<file path="src/rtl/cordic_polar2rect.sv">
// Iterative rotation-mode CORDIC: converts an unsigned magnitude and an integer
// angle in degrees into signed rectangular coordinates, one micro-rotation per clock.
module cordic_polar2rect #(
    parameter int DATA_WIDTH_IN = 11,
    parameter int ITER          = 16
) (
    input  logic                          clk,
    input  logic                          rst,
    input  logic                          in_valid,
    output logic                          in_ready,
    input  logic [DATA_WIDTH_IN-1:0]      mag_in,
    input  logic [8:0]                    angle_in,
    output logic                          out_valid,
    input  logic                          out_ready,
    output logic signed [DATA_WIDTH_IN:0] x_out,
    output logic signed [DATA_WIDTH_IN:0] y_out,
    output logic [1:0]                    dbg_state_o
);

    // Handshakes: a transfer happens on a rising edge where valid and ready are both
    // high; in_ready and out_valid come straight from the state register.
    localparam int XW = DATA_WIDTH_IN + 6;
    localparam int PW = XW + 18;
    localparam logic [3:0]              LAST    = 4'(ITER - 1);
    localparam logic signed [17:0]      K_SCALE = 18'sh09B74;
    localparam logic signed [PW-1:0]    SAT     = PW'((1 << DATA_WIDTH_IN) - 1);
    localparam logic signed [PW-1:0]    HALF    = PW'(1 << 19);

    typedef enum logic [1:0] {
        IDLE  = 2'd0,
        ROT   = 2'd1,
        SCALE = 2'd2,
        DONE  = 2'd3
    } state_t;

    state_t state_q, state_d;

    logic [3:0]                   cnt_q;
    logic signed [XW-1:0]         x_q, y_q, x_d, y_d, x_sh, y_sh, x_init;
    logic signed [31:0]           z_q, z_d, z_init, rot;
    logic                         neg_q, neg_init;
    logic signed [DATA_WIDTH_IN:0] x_out_q, y_out_q;
    logic [8:0]                   ang_red;
    logic signed [9:0]            zdeg;

    function automatic logic signed [31:0] rot_angle(input logic [3:0] i);
        case (i)
            4'd0:    rot_angle = 32'sd2949120;
            4'd1:    rot_angle = 32'sd1740992;
            4'd2:    rot_angle = 32'sd919872;
            4'd3:    rot_angle = 32'sd466944;
            4'd4:    rot_angle = 32'sd234368;
            4'd5:    rot_angle = 32'sd117312;
            4'd6:    rot_angle = 32'sd58688;
            4'd7:    rot_angle = 32'sd29312;
            4'd8:    rot_angle = 32'sd14656;
            4'd9:    rot_angle = 32'sd7360;
            4'd10:   rot_angle = 32'sd3648;
            4'd11:   rot_angle = 32'sd1856;
            4'd12:   rot_angle = 32'sd896;
            4'd13:   rot_angle = 32'sd448;
            4'd14:   rot_angle = 32'sd256;
            default: rot_angle = 32'sd128;
        endcase
    endfunction

    // Removes the CORDIC gain and the 4 fractional bits in one multiply.
    function automatic logic signed [DATA_WIDTH_IN:0] scale(input logic signed [XW-1:0] v,
                                                            input logic neg);
        logic signed [PW-1:0] p;
        p = v * K_SCALE;
        p = (p + HALF) >>> 20;
        if (neg) p = -p;
        if (p > SAT) p = SAT;
        else if (p < -SAT) p = -SAT;
        scale = p[DATA_WIDTH_IN:0];
    endfunction

    // Fold the angle into [-90, 90] so the rotation stays inside CORDIC convergence.
    always_comb begin
        ang_red  = (angle_in >= 9'd360) ? angle_in - 9'd360 : angle_in;
        neg_init = 1'b0;
        if (ang_red <= 9'd90) begin
            zdeg = $signed({1'b0, ang_red});
        end else if (ang_red < 9'd270) begin
            zdeg     = $signed({1'b0, ang_red}) - 10'sd180;
            neg_init = 1'b1;
        end else begin
            zdeg = $signed({1'b0, ang_red}) - 10'sd360;
        end
        z_init = {{6{zdeg[9]}}, zdeg, 16'h0000};
        x_init = XW'({mag_in, 4'b0000});
    end

    always_comb begin
        x_sh = x_q >>> cnt_q;
        y_sh = y_q >>> cnt_q;
        rot  = rot_angle(cnt_q);
        if (!z_q[31]) begin
            x_d = x_q - y_sh;
            y_d = y_q + x_sh;
            z_d = z_q - rot;
        end else begin
            x_d = x_q + y_sh;
            y_d = y_q - x_sh;
            z_d = z_q + rot;
        end
    end

    always_ff @(posedge clk) begin
        if (rst) state_q <= IDLE;
        else     state_q <= state_d;
    end

    always_comb begin
        state_d = state_q;
        case (state_q)
            IDLE:    if (in_valid) state_d = ROT;
            ROT:     if (cnt_q == LAST) state_d = SCALE;
            SCALE:   state_d = DONE;
            default: if (out_ready) state_d = IDLE;
        endcase
    end

    always_comb begin
        in_ready    = (state_q == IDLE);
        out_valid   = (state_q == DONE);
        dbg_state_o = state_q;
    end

    always_ff @(posedge clk) begin
        if (rst) begin
            cnt_q   <= 4'd0;
            x_q     <= '0;
            y_q     <= '0;
            z_q     <= '0;
            neg_q   <= 1'b0;
            x_out_q <= '0;
            y_out_q <= '0;
        end else begin
            case (state_q)
                IDLE: if (in_valid) begin
                    x_q   <= x_init;
                    y_q   <= '0;
                    z_q   <= z_init;
                    neg_q <= neg_init;
                    cnt_q <= 4'd0;
                end
                ROT: begin
                    x_q   <= x_d;
                    y_q   <= y_d;
                    z_q   <= z_d;
                    cnt_q <= cnt_q + 4'd1;
                end
                SCALE: begin
                    x_out_q <= scale(x_q, neg_q);
                    y_out_q <= scale(y_q, neg_q);
                    cnt_q   <= 4'd0;
                end
                default: ;
            endcase
        end
    end

    assign x_out = x_out_q;
    assign y_out = y_out_q;

endmodule

</file>
<file path="config.mk">
export PLATFORM = sky130hd
export DESIGN_NAME = cordic_polar2rect
export DESIGN_NICKNAME = d
export VERILOG_FILES = /design/src/rtl/cordic_polar2rect.sv
export SDC_FILE = /design/constraint.sdc
export NUM_CORES = 1
export LEC_CHECK = 0
export CAP_MARGIN = 25
export CORE_MARGIN = 2
export CORE_UTILIZATION = 50
export DETAILED_ROUTE_END_ITERATION = 7
export GPL_ROUTABILITY_DRIVEN = 0
export PLACE_DENSITY_LB_ADDON = 0.12
export SKIP_LAST_GASP = 1
export SLEW_MARGIN = 20
export SYNTH_ARGS = -nofsm -noshare
export SYNTH_HDL_FRONTEND = slang
export SYNTH_SLANG_ARGS = --single-unit
</file>
<file path="constraint.sdc">
create_clock -name clk -period 13.3 [get_ports clk]
set_input_delay 2.66 -clock clk [delete_from_list [all_inputs] [get_ports clk]]
set_output_delay 2.66 -clock clk [all_outputs]
set_load 0.01 [all_outputs]
</file>
Word-level counts from Yosys, hierarchy flattened
Memory sizes are Yosys's and may differ from the RTL's. A register that Yosys moved wholly into a read port is not among the register bits.
Cells that the tools add are included.
{ "word_totals": {"ff_bits": 97, "latch_bits": 0, "mem_bits_rw": 0, "mem_bits_ro": 256, "out_inout_bits": 28, "word_cells": 80, "mem_count": 1} }
{ "memory_table": {"columns": ["name", "depth", "width", "rd", "rd_clocked_by_memory_dff", "wr", "line", "rtl"], "rows": [
  ["(no name shown)", 16, 16, 1, 1, 0, "47", "case (i)"]
]} }
{ "classes": {"addsub": 14, "multipliers": 2, "div_mod_pow": 0, "n_lt_le_gt_ge": 7, "n_eq_ne": 6, "shift": 2, "muxes": 32, "bitwise_logic": 0, "reduce_logical": 8} }
{ "ops": {"columns": ["op", "count"], "rows": [
  ["two-way mux 35 bit", 6],
  ["adder 34 x 21 -> 35 bit (second input constant)", 2],
  ["> comparator 35 x 12 -> 1 bit (second input constant)", 2],
  ["less-than comparator 35 x 12 -> 1 bit (second input constant)", 2],
  ["negator 15 -> 35 bit", 2],
  ["two-way mux 17 bit", 4],
  ["one-hot mux 17 bit (2 select lines)", 2],
  ["multiplier 17 x 15 -> 32 bit (second input constant)", 2],
  ["two-way mux 32 bit", 2],
  ["one-hot mux 32 bit (2 select lines)", 1],
  ["two-way mux 12 bit", 4],
  ["adder 17 bit", 2],
  [">>> shifter 17 x 4 -> 17 bit", 2],
  ["subtractor 17 bit", 2],
  ["adder 32 bit", 1],
  ["subtractor 32 bit", 1],
  ["two-way mux 10 bit", 2],
  ["two-way mux 4 bit", 3],
  ["one-hot mux 4 bit (3 select lines)", 1],
  ["subtractor 9 x 8 -> 10 bit (second input constant)", 1],
  ["subtractor 9 x 9 -> 10 bit (second input constant)", 1],
  [">= comparator 9 bit (second input constant)", 1],
  ["less-or-equal comparator 9 x 7 -> 1 bit (second input constant)", 1],
  ["less-than comparator 9 bit (second input constant)", 1],
  ["16 further kinds", 23]
]} }

Depth between registers and ports, before layout
Gate-level depths: netlist (run 1).
{ "depth": {"ltp_word": 9, "depth_mapped": 36} }

Worst setup path before layout (run 1)
Ideal clock, no wire load.
{ "synth_path": {"kind": "register -> register", "from": "register y_q[16]", "to": "register y_out_q[8] (netlist: y_out[8])", "setup_time_ps": 140, "arrival_ps": 8661, "t_required_ps": 13160, "slack_ps": 4499, "path_stages_with_launch": 33, "period_less_slack_ps": 8801, "cell_sequence": "dfxtp_1 > ha_1 > inv_1 > fa_1 > inv_1 > fa_1 > fa_1 > fa_1 > fa_1 > ha_1 > and4_1 > a21o_1 > a21oi_1 > nand3_1 > xor2_1 > ha_1 > nor2b_1 > nand2_1 > o31ai_1 > a311o_1 > nand3_1 > or4_1 > or2_2 > nor2_2 > a32oi_1 > or3_1 > ha_1 > nor4b_1 > nand3_1 > o31ai_1 > o211ai_2 > a21oi_1 > a2111oi_0"} }
{ "synth_between": {"elab_chain_cells": 9, "elab_cells_between_ends": 10} }
{ "synth_rtl": {"columns": ["element", "line", "rtl"], "rows": [
  ["start, declared", "39", "logic signed [XW-1:0] x_q, y_q, x_d, y_d, x_sh, y_sh, x_init;"],
  ["start signal, assigned", "151", "y_q <= y_d;"],
  ["multiplier 17 x 15 -> 32 bit (*)", "71", "p = v * K_SCALE;"],
  ["adder 34 x 21 -> 35 bit (*)", "72", "p = (p + HALF) >>> 20;"],
  ["negator 15 -> 35 bit", "73", "if (neg) p = -p;"],
  ["two-way mux 35 bit (*)", "73", null],
  ["two-way mux 35 bit (*)", "141", "case (state_q)"],
  ["two-way mux 35 bit (*)", "132", "if (rst) begin"],
  ["less-than comparator 35 x 12 -> 1 bit", "75", "else if (p < -SAT) p = -SAT;"],
  ["two-way mux 12 bit", "75", null],
  ["two-way mux 12 bit (*)", "74", "if (p > SAT) p = SAT;"],
  ["end signal, assigned", "157", "y_out_q <= scale(y_q, neg_q);"],
  ["end, declared", "42", "logic signed [DATA_WIDTH_IN:0] x_out_q, y_out_q;"]
]} }
Every way passes the cells marked *; elsewhere a longest branch is shown, timed or not. The select of a mux whose other input is x is not followed.
A chain may end at the register's enable or synchronous reset.

Worst setup path after layout (run 1)
{ "layout_path": {"from": "register y_q[5]", "to": "register y_out_q[9] (netlist: y_out[9])"} }
Same word-level chain as after synthesis.

==> metrics.txt, run 1 <==
IO Count=52; gr usage total=0.247; Yosys top cell by area=fa_1; worst-margin pin slew=927 ps; cts hold-fix bufs=0; area of the mapped netlist=21900 µm²; crit end category=register; Via Count=18400; post-route ant nets=0; die width=213 µm; GRT overflow=0; setup violators final=0; CP dominant cell by count=fa_1; CTS Sinks=107; cell row count=76; CP max-delay cell=dfxtp_1; insertion delay to the later sink of the worst-skew pair=380 ps; WHS Endpoint=z_q[8]; Synth top area share=0.205; buffers inserted by post-CTS timing repair=0; share of cells above drive strength 1=0.0399; H-tree depth=3; Post-synth EDFFs=0; Post-Syn Instances=2634; port bufs=51; crit path kind=register to register; Fmax=102 MHz; FF-to-FF End=y_out[9]; Async SR Flop Fraction=0; HP Class=register to register; # nets final=3176; synth top area cells=fa_1, ha_1, dfxtp_1; final WL=54.3 mm; RR Startpoint=y_q[5]; Rel. slew slack=0.378; initial antenna violation count=0; clock skew=11.5 ps; CTS Buf Count=9; fin. max-slew vios=0; Post-CTS Resized=0; outcome=complete, no violations; Final Hold Fails=0; Die Y=213 µm; CP Launch Type=register; Post-route DRC=0; yosys warns=0; syn nets=3183; drt first pass iters=5; R2R setup slack=3490 ps; RSZ-0062 raised after global routing=no; crit path DAT=10040 ps; vias in the first global route=18000; Avg Inst Size Synth=8.31 µm²; first-pass GRT wire length=91.0 mm; vias per std cell=5.72; largest net degree at the start of global routing=61; WP data required=13530 ps; Hold Path Depth=2; DP HPWL=44.3 mm; Max-Cap Viols=0; critical path peak fanout=10; Largest stage delay, worst path=570 ps; Yosys reg bits=107; Inserted Diodes=0; Area Overhead vs Synth=6.12%; total die area=45500 µm²; Initial Util=0.507; Tmin final=9810 ps; wire length per cell=16.9 µm; Worst Hold Launch=z_q[8]; Clock Tree Buf Depth=2; core footprint=43200 µm²; CTS clk-pin slew, worst paths=80 ps; reg2reg path depth=34; post-synthesis sequential area ratio=0.0978; First DRT Iteration DRCs=1306; synth unique cells=94; Tcrit/Tclk final=0.738; CTS tree=done; Clock Root Buffer=clkbuf_16; setup TNS=0 ps; Synth Flop Type=dfxtp_1
worst max path at each step:
| stage | slack (ps) | depth (start not counted) | from | end |
|---|---|---|---|---|
| floorplan | 4500 | 32 | y_q[16] | y_out[8] |
| global placement | 3960 | 34 | y_q[8] | y_out[9] |
| detailed placement | 3570 | 34 | y_q[5] | y_out[8] |
| CTS | 3530 | 32 | y_q[7] | y_out[8] |
| global route | 2700 | 33 | y_q[10] | y_out[8] |
| finish | 3490 | 34 | y_q[5] | y_out[9] |
Yosys cell counts (61+ instances only):
cell	n
a21oi_1	159
clkbuf_1	71
dfxtp_1	107
fa_1	224
ha_1	301
inv_1	386
nand2_1	144
nor2_1	240
nor3_1	61
o21ai_0	99
xnor2_1	107
xor2_1	65
metrics by stage:
step / instances / utilization / area, µm² / worst slack [ps] / hold slack (ps)
final: 3217 / 0.538 / 23200 / 3490 / 468
after global routing: 3217 / 0.538 / 23200 / 2700 / 488
after CTS: 3217 / 0.538 / 23200 / 3530 / 467
after detailed placement: 3201 / 0.531 / 22900 / 3570 / 455
after global placement: 3201 / 0.531 / 22900 / 3960 / 444
after floorplan: 2634 / - / 21900 / 4500 / 436
flip-flops by register name, indices dropped and copies added, names as in the netlist:
| register | count |
|---|---|
| y_q | 17 |
| x_q | 17 |
| y_out | 12 |
| z_q | 26 |
| cnt_q | 4 |
| dbg_state_o | 2 |
| rot | 16 |
| neg_q | 1 |
| x_out | 12 |
critical path, delay by kind of cell (launching register included):
kind	cells	cell delay, ps
simple gates	11	2920
flops	1	570
buf+inv	4	230
xor+xnor	1	280
fa+ha+maj	9	3690
compound gates	9	1950
cells by family after synthesis:
| logic type | synth area share |
|---|---|
| compound gates | 0.181 |
| xor+xnor | 0.0706 |
| fa+ha+maj | 0.377 |
| buf+inv | 0.0818 |
| flops | 0.0978 |
| mux | 0.0417 |
| simple gates | 0.150 |
per-layer routing:
metal	up-vias	track usage	part of all wire
met5	-	0	0
met4	0	0.0469	0.011
met3	46	0.0274	0.042
met2	397	0.399	0.46
met1	8917	0.357	0.48
li1	9049	-	-
final cells by class:
| class | instances | area [µm²] |
|---|---|---|
| clock buffers | 9 | 225 |
| clock inverters | 7 | 78.8 |
| fillers | 4139 | 19900 |
| inverters | 387 | 1450 |
| multi-input cells | 2055 | 18000 |
| flip-flops and latches | 107 | 2140 |
| well taps | 585 | 732 |
| repair buffers | 67 | 628 |
cell usage in the layout, fill, tap and decap left out, types with 17 or more instances in the layout:
| master | instances |
|---|---|
| and3_1 | 23 |
| nand4_1 | 22 |
| a31oi_1 | 36 |
| xnor2_1 | 107 |
| clkdlybuf4s50_1 | 50 |
| nand3_1 | 56 |
| nor3_1 | 61 |
| nand2_1 | 144 |
| a211oi_1 | 39 |
| a21oi_1 | 159 |
| fa_1 | 224 |
| a21o_1 | 58 |
| mux2i_1 | 48 |
| or3_1 | 22 |
| nor2_1 | 240 |
| xor2_1 | 65 |
| buf_4 | 17 |
| inv_1 | 386 |
| ha_1 | 301 |
| o21ai_0 | 99 |
| nand2b_1 | 24 |
| dfxtp_1 | 105 |
| a22oi_1 | 27 |
Power of run 1 is left out: the tool's default activity adds up to more than one toggle a clock period on the data nets, which glitch-free logic cannot reach.
==> inputs of run 2 (changes only) <==
Clock period 13.3 ns to 9.1 ns, I/O delays scaled along.
==> run 2 against run 1 <==
Worst setup slack lost 3300 ps. Cell count grew 1.9%. Global-route usage shrank 0.050 points. Flip-flop and latch count is the same. First-iteration DRC count shrank 17%.
==> metrics.txt, run 2 (same netlist as run 1, synthesis figures left out) <==
CTS Sinks=107; First DRT Iteration DRCs=1086; biggest regs=z_q x26, x_q x17, y_q x17; vias in the first global route=18300; fill count=4110; GRT overflow=0; Post-route DRC=0; H-tree depth=3; outcome=complete, no violations; wire length per cell=16.7 µm; WP data required=9320 ps; WP depth=32; CP max-delay cell=or4_4; Max-Cap Viols=0; CP dominant cell by count=fa_1; cts hold-fix bufs=0; reg2reg path depth=32; Fmax=112 MHz; vias per std cell=5.69; gr usage total=0.246; CTS Buf Count=9; Largest stage delay, worst path=600 ps; HP Class=register to register; total die area=45500 µm²; Worst Setup EP=y_out[9]; Tmin final=8930 ps; crit end category=register; post-route ant nets=0; fin util=0.557; core footprint=43200 µm²; Via Count=18700; clock skew=10.0 ps; CP Launch Type=register; CP bufs+invs=2; CTS clk-pin slew, worst paths=80 ps; first-pass GRT wire length=90.9 mm; cell row count=76; crit path DAT=9150 ps; most common cell after layout, fill and taps aside=inv_1; DP HPWL=44.8 mm; Largest register FFs=26; Initial Util=0.507; Rel. slew slack=0.454; die width=213 µm; setup violators final=0; Area Overhead vs Synth=9.83%; share of cells above drive strength 1=0.0847; largest net degree at the start of global routing=59; Final Hold Fails=0; final WL=54.8 mm; crit path kind=register to register; port bufs=51; Clock Tree Buf Depth=2; initial antenna violation count=0; Clock Root Buffer=clkbuf_16; # nets final=3237; drt first pass iters=5; CP Launch Point=y_q[8]; Inserted Diodes=0; Die Y=213 µm; insertion delay to the later sink of the worst-skew pair=380 ps; critical path peak fanout=8; Tcrit/Tclk final=0.981; CTS tree=done; FF-to-FF End=y_out[9]; RR Startpoint=y_q[8]; Reg with most FFs=z_q; commonest non-fill, non-tap cells in the layout=inv_1, ha_1, nor2_1, fa_1, a21oi_1; fin. max-slew vios=0; R2R setup slack=170 ps; IO Count=52; worst-margin pin slew=812 ps; CP delay by family, top=adder cells
==> run 2: cell types whose count changed in the layout (fill, tap and decap cells not counted), sizes merged <==
cell,previous run,this run
buf,17,78
inv,390,391
clkbuf,9,10
clkinv,4,2
==> run 2: repair_timing <==
action                                  in CTS  in global routing
gates resized for setup                     14                 67
endpoints found under the setup margin      22                 22
setup buffers                                1                 12
pin swaps                                    3                 25
gates cloned                                 0                  0
==> run 2: stage by stage <==
stage               instances  setup WS, ps  hold WS (ps)  setup TNS, ps  cell area (µm²)
global route             3278         -94.5           481           -466            24100
detailed placement       3249          -250           456          -3010            23300
global placement         3249         -16.4           444          -26.2            23300
floorplan                2634           299           436              0            21900
finish                   3278           170           467              0            24100
CTS                      3266          14.1           467              0            23700
==> run 2: area by class of cell <==
cell class | count | area (µm²) | share of cell area
multi-input combinational | 2055 | 18300 | 0.762
clock buffer | 10 | 239 | 0.00994
sequential | 107 | 2170 | 0.0900
timing repair buffer | 128 | 1090 | 0.0452
clock inverter | 6 | 53.8 | 0.00224
inverter | 387 | 1450 | 0.0604
tap | 585 | 732 | 0.0304
==> run 2: how the worst min path moves through the flow <==
stage | from | to | slack (ps) | cells past startpoint
after floorplan | z_q[18] | z_q[18] | 440 | 2
final | z_q[8] | z_q[8] | 470 | 2
after CTS | z_q[8] | z_q[8] | 470 | 2
after detailed placement | z_q[8] | z_q[8] | 460 | 2
after global placement | z_q[6] | z_q[6] | 440 | 2
after global routing | z_q[8] | z_q[8] | 480 | 2
==> run 2: tightest hold or removal path: cells and delay by family, from the launching register on <==
kind            cells  cell delay, ps
compound gates      1              50
flops               1             320
simple gates        1              50
==> run 2: per-layer routing <==
layer / GRT usage / up-vias / share of wire
met5: 0 / - / 0
met4: 0.0445 / 0 / 0.013
met3: 0.0202 / 50 / 0.032
met2: 0.409 / 358 / 0.47
met1: 0.353 / 9070 / 0.49
li1: - / 9179 / -
Power of run 2 is left out for the same reason.
